--- src/rtl/debounce11_q.sv ---
`default_nettype none
// ============================================================================
//  Module      : debounce11_q
//  Description : Eleven-channel input qualifier for the NAND11 macro inputs
//                A0..A10. Each raw input is brought into the CK domain by a
//                two-flop synchroniser and then filtered. A channel's output
//                follows a new level only after that level has persisted for
//                FILT_CYC clock-enabled cycles. The filtered vector Q is
//                registered, together with a one-cycle change strobe CHG and
//                an all-high flag ALLHI (the complement of the downstream
//                NAND output).
//  Revision    : 1.0  initial release
// ----------------------------------------------------------------------------
//  Parameters
//    WIDTH     number of channels (11 for the NAND11 pairing)
//    FILT_CYC  enabled cycles a new level must persist before Q follows
//              (1 .. 2**CW)
//    CW        per-channel stability counter width (2**CW >= FILT_CYC)
//  Ports
//    CK     in   1      clock, rising edge
//    CD     in   1      asynchronous clear, active high
//    CE     in   1      clock enable for filter counters and outputs
//    D      in   WIDTH  raw asynchronous inputs
//    Q      out  WIDTH  filtered, registered levels (to NAND11 A0..A10)
//    CHG    out  1      one-cycle pulse: at least one Q bit changed
//    ALLHI  out  1      registered &Q, updated on the same edge as Q
// ============================================================================
module debounce11_q #(
  parameter int WIDTH    = 11,
  parameter int FILT_CYC = 4,
  parameter int CW       = 3
) (
  input  logic             CK,
  input  logic             CD,
  input  logic             CE,
  input  logic [WIDTH-1:0] D,
  output logic [WIDTH-1:0] Q,
  output logic             CHG,
  output logic             ALLHI
);

  // Terminal count: the FILT_CYC-th consecutive mismatching enabled edge is
  // the one that lets Q follow, so the counter only ever reaches FILT_CYC-1.
  localparam logic [CW-1:0] c_last_cnt = CW'(FILT_CYC - 1);

  // --------------------------------------------------------------------------
  // Two-flop synchroniser. Runs on every edge independent of CE so that the
  // filter always sees a settled view of D the moment CE is raised.
  // --------------------------------------------------------------------------
  logic [WIDTH-1:0] r_s1;
  logic [WIDTH-1:0] r_s2;

  always_ff @(posedge CK or posedge CD) begin
    if (CD) begin
      r_s1 <= '0;
      r_s2 <= '0;
    end else begin
      r_s1 <= D;
      r_s2 <= r_s1;
    end
  end

  // --------------------------------------------------------------------------
  // Output registers and the combinational next value of Q.
  // --------------------------------------------------------------------------
  logic [WIDTH-1:0] r_q;
  logic [WIDTH-1:0] w_q_next;
  logic             r_chg;
  logic             r_allhi;

  // --------------------------------------------------------------------------
  // Per-channel stability filter. Each channel owns its counter; channels
  // never interact, so several may qualify on the same edge.
  // --------------------------------------------------------------------------
  for (genvar gi = 0; gi < WIDTH; gi++) begin : g_chan
    logic [CW-1:0] r_cnt;
    logic [CW-1:0] w_cnt_next;
    logic          w_differs;
    logic          w_expired;

    // Synchronised level disagrees with the currently published level.
    assign w_differs = r_s2[gi] ^ r_q[gi];

    // The disagreement has persisted long enough on this edge.
    assign w_expired = (r_cnt == c_last_cnt);

    // Q takes the new level only when the disagreement has lasted the full
    // filter window; otherwise it holds.
    assign w_q_next[gi] = (w_differs && w_expired) ? r_s2[gi] : r_q[gi];

    // Any return to Q's level restarts the window from zero, which is what
    // rejects glitches shorter than FILT_CYC. Qualifying also clears the
    // counter, so it never runs past FILT_CYC-1 and never wraps.
    assign w_cnt_next = (!w_differs || w_expired) ? '0 : (r_cnt + CW'(1));

    always_ff @(posedge CK or posedge CD) begin
      if (CD) begin
        r_cnt <= '0;
      end else if (CE) begin
        r_cnt <= w_cnt_next;
      end
    end
  end

  // --------------------------------------------------------------------------
  // Q, CHG and ALLHI are registered together. ALLHI is derived from the next
  // Q value rather than the current one so it is never a cycle behind Q.
  // CHG is forced low on disabled cycles so it is a strict one-cycle pulse.
  // --------------------------------------------------------------------------
  always_ff @(posedge CK or posedge CD) begin
    if (CD) begin
      r_q     <= '0;
      r_chg   <= 1'b0;
      r_allhi <= 1'b0;
    end else if (CE) begin
      r_q     <= w_q_next;
      r_chg   <= (w_q_next != r_q);
      r_allhi <= &w_q_next;
    end else begin
      r_chg   <= 1'b0;
    end
  end

  assign Q     = r_q;
  assign CHG   = r_chg;
  assign ALLHI = r_allhi;

endmodule
`default_nettype wire

--- config.mk ---
export PLATFORM = sky130hd
export DESIGN_NAME = debounce11_q
export DESIGN_NICKNAME = d
export VERILOG_FILES = /design/src/rtl/debounce11_q.sv
export SDC_FILE = /design/constraint.sdc
export NUM_CORES = 1
export LEC_CHECK = 0
export CORE_ASPECT_RATIO = 1.2
export CORE_MARGIN = 1
export CORE_UTILIZATION = 30
export CTS_BUF_LIST = sky130_fd_sc_hd__clkbuf_4
export CTS_CLUSTER_DIAMETER = 50
export DETAILED_ROUTE_END_ITERATION = 12
export GPL_ROUTABILITY_DRIVEN = 0
export SETUP_SLACK_MARGIN = 0.2
export SYNTH_ARGS = -nofsm -noshare
export SYNTH_HDL_FRONTEND = slang
export SYNTH_SLANG_ARGS = --single-unit
export TNS_END_PERCENT = 5
--- constraint.sdc ---
create_clock -name CK -period 2.4 [get_ports CK]
set_clock_uncertainty 0.1 [all_clocks]
set_input_delay 0.72 -clock CK [delete_from_list [all_inputs] [get_ports CK]]
set_output_delay 0.72 -clock CK [all_outputs]
set_load 0.02 [all_outputs]
==> summary.txt <==
Critical path
  • CP Max Fanout: 4
  • CP max stage cell: clkdlybuf4s50_1
  • CP cell instances: clkdlybuf4s50_1
  • CP arrival: between 1000 and 1500 ps
  • Delay-heaviest family, CP: buffers and inverters
  • Worst path max stage delay: approximately 630 ps
  • Startpoint types: flop
  • Critical Path Sink Type: output pin
  • WS Path Type: reg -> out
  • Worst endpoint required time: between 1500 and 2000 ps
  • WP buf/inv: 1

Synthesis
  • Syn nets: 277
  • Number of synthesized register bits: 68
  • Synth Area in XOR/XNOR: 3.16%
  • Synth Area per Inst: 12.6 um2
  • Ys Warns: 0
  • Adder-cell share of the synthesized area: ~9%
  • Largest family of logic cells by synthesized area: multiplexers
  • Synth cell types: 24
  • Compound-Gate Fraction of Synth Area: between 8 and 9%
  • Synthesized area: around 0.0030 mm2
  • Mux cell area share after synthesis: between 10 and 15%
  • Post-Synthesis Cells: 241
  • Post-synthesis simple-gate area fraction: a little under a tenth
  • Register area share after synthesis: a little under three fifths

STA
  • Max Slew Vio Count: 0
  • RSZ-0062 raised after global routing: true
  • Tcrit/Tclk final: between 90% and 100%
  • Final setup vio count: 0
  • Slew headroom: between 70 and 80%
  • Worst-Margin Slew: 378 ps
  • Final Hold Vio Count: 0
  • Fmax: 439 MHz
  • Final period demand of the worst path: ~2300 ps
  • Fin Setup TNS: 0 ps
  • Hold WS: 255 ps

Clock network
  • Clk Latency, worst-skew pair: 410 ps
  • Clock-pin slew on the worst setup and hold paths: roughly 100 ps
  • Clk root buf: clkbuf_4
  • CTS Hold Bufs: 0
  • Clock buffer depth: 2
  • Inserted Clock Buffers: 9
  • CTS Sinks: 68
  • Clock H-tree levels: 3
  • Setup bufs post-CTS: 0
  • CTS tree: built

Floorplan
  • Starting density of the core: a little under a third
  • Die X: around 94 um
  • Die area: 0.0106 mm2
  • Die Y: between 100 and 150 um
  • Placement Rows: 39
  • Io pins: 27
  • Core area: 0.00971 mm2

Power and ir drop
  • Pwr Total: approximately 3.6 mW
  • Peak supply drop: 316 uV
  • Pwr Density: just over 1000 mW/mm2
  • Lkg Pwr: between 1.5 and 2 nW

Run status
  • Status: finished, final reports clean

Final layout
  • Area Overhead vs Synth: 17.5%
  • Share of layout cells above drive strength 1: 16.5%
  • Final non-filler cell total: just over 400
  • Final Cell Area: 0.00358 mm2
  • NumNets Final: 310
  • FILL cells: approximately 940
  • Most frequent cells in the layout: 68 x dfrtp_1, 23 x clkdlybuf4s50_1, 22 x nand2b_1, 22 x nand2_1, 22 x ha_1
  • Most common cell after layout, fill and taps aside: dfrtp_1

Min path
  • HP Class: reg -> reg

Global routing
  • GRT Util Overall: a little under an eighth
  • Total grt overflow: 0
  • Vias in the first global route: 1,951
  • First-pass GRT wire length: between 9000 and 10,000 um
  • Antenna violations before repair: 1
  • Largest net degree at the start of global routing: just under 70

Routing
  • Antenna Nets Post-Route: 0
  • Initial drt markers: 112
  • Vias/cell: 4.63
  • Total number of vias: 1,865
  • First-pass DRT Iterations: 4
  • Routed len/inst: 13.2 um
  • Drt drc: 0
  • Routed wire length: around 5300 um

Place
  • DP Wirelength: about 3600 um
  • Cell Count Post-Placement: a little under 400
  • Dpl cell area: approximately 0.0035 mm2
  • PortBufs: 26

Flow run
  • Max cap viols: 0
-- cells by family after synthesis --
kind of cell | after synthesis
AOI/OAI and AO/OA | 30
adders and majority gates | 22
DFF | 68
buffers and inverters | 20
and+or+nand+nor | 58
muxes | 32
xor gates and xnor gates | 11
-- final cells by class --
class | instances | area, um2 | share of cell area [%]
Antenna cell | 1 | 2.50 | 0.0699
Clock buffer | 13 | 97.6 | 2.73
Clock inverter | 3 | 13.8 | 0.384
Inverter | 13 | 52.6 | 1.47
Multi-Input combinational cell | 153 | 1250 | 35.0
Sequential cell | 68 | 1700 | 47.5
Tap cell | 123 | 154 | 4.30
Timing Repair Buffer | 29 | 304 | 8.49
-- state kept, by name, summed over array words and instances (netlist names) --
name and cells:
g_chan.r_cnt 33, Q 11, r_s1 11, r_s2 11
ALLHI 1, CHG 1
-- what timing repair did --
item,in CTS,in global routing
cloned,0,0
hold endpoints to repair,0,0
setup endpoints to repair,13,12
resized for setup,1,1
-- per-layer routing --
metal	GRT usage [%]	routed length (um)	vias up
li1	-	-	910
met1	13.7	2370	922
met2	18.3	2610	22
met3	3.18	185	11
met4	7.28	153	0
met5	0	0	-
-- worst paths after layout --
path                               startpoint  endpoint  slack (ps)  depth (start not counted)
min in group asynchronous                  CD      Q[9]         640                          3
hold reg to reg                       r_s1[7]   r_s2[7]         260                          0
hold / removal                        r_s1[7]   r_s2[7]         260                          0
setup reg to reg           g_chan[9].r_cnt[0]     ALLHI         640                          5
setup / recovery                         Q[2]      Q[2]         120                          1
max in group asynchronous                  CD   r_s1[8]        1270                          3
-- through the flow --
step,setup WS [ps],utilization (%)
after global placement,553,35.7
after global routing,51.8,36.9
final,120,36.9
after CTS,76.3,36.8
after floorplan,785,-
after detailed placement,549,35.7
-- cell usage after synthesis (all sizes together) --
cell type  number  area, um2
dfrtp          68       1700
ha             22        275
nand2          22       82.6
nand2b         22        138
mux2           21        236
inv            13       48.8
mux2i          11        110
o22ai          11       68.8
o2bb2ai        11       96.3
xor2           11       96.3
nor2           10       37.5
buf             6       37.5
nor4            3       25.0
a221oi          2       30.0
a22o            2       17.5
a21o            1       7.51
a222oi          1       10.0
a31oi           1       6.26
a32o            1       11.3
clkbuf          1       3.75
nor3            1       5.00
-- power breakdown --
| part | internal (mW) | switching [mW] |
|---|---|---|
| clock | 0.254 | 0.384 |
| combinational | 0.668 | 0.669 |
| sequential | 1.45 | 0.220 |
(Power assumes the default switching activity.)
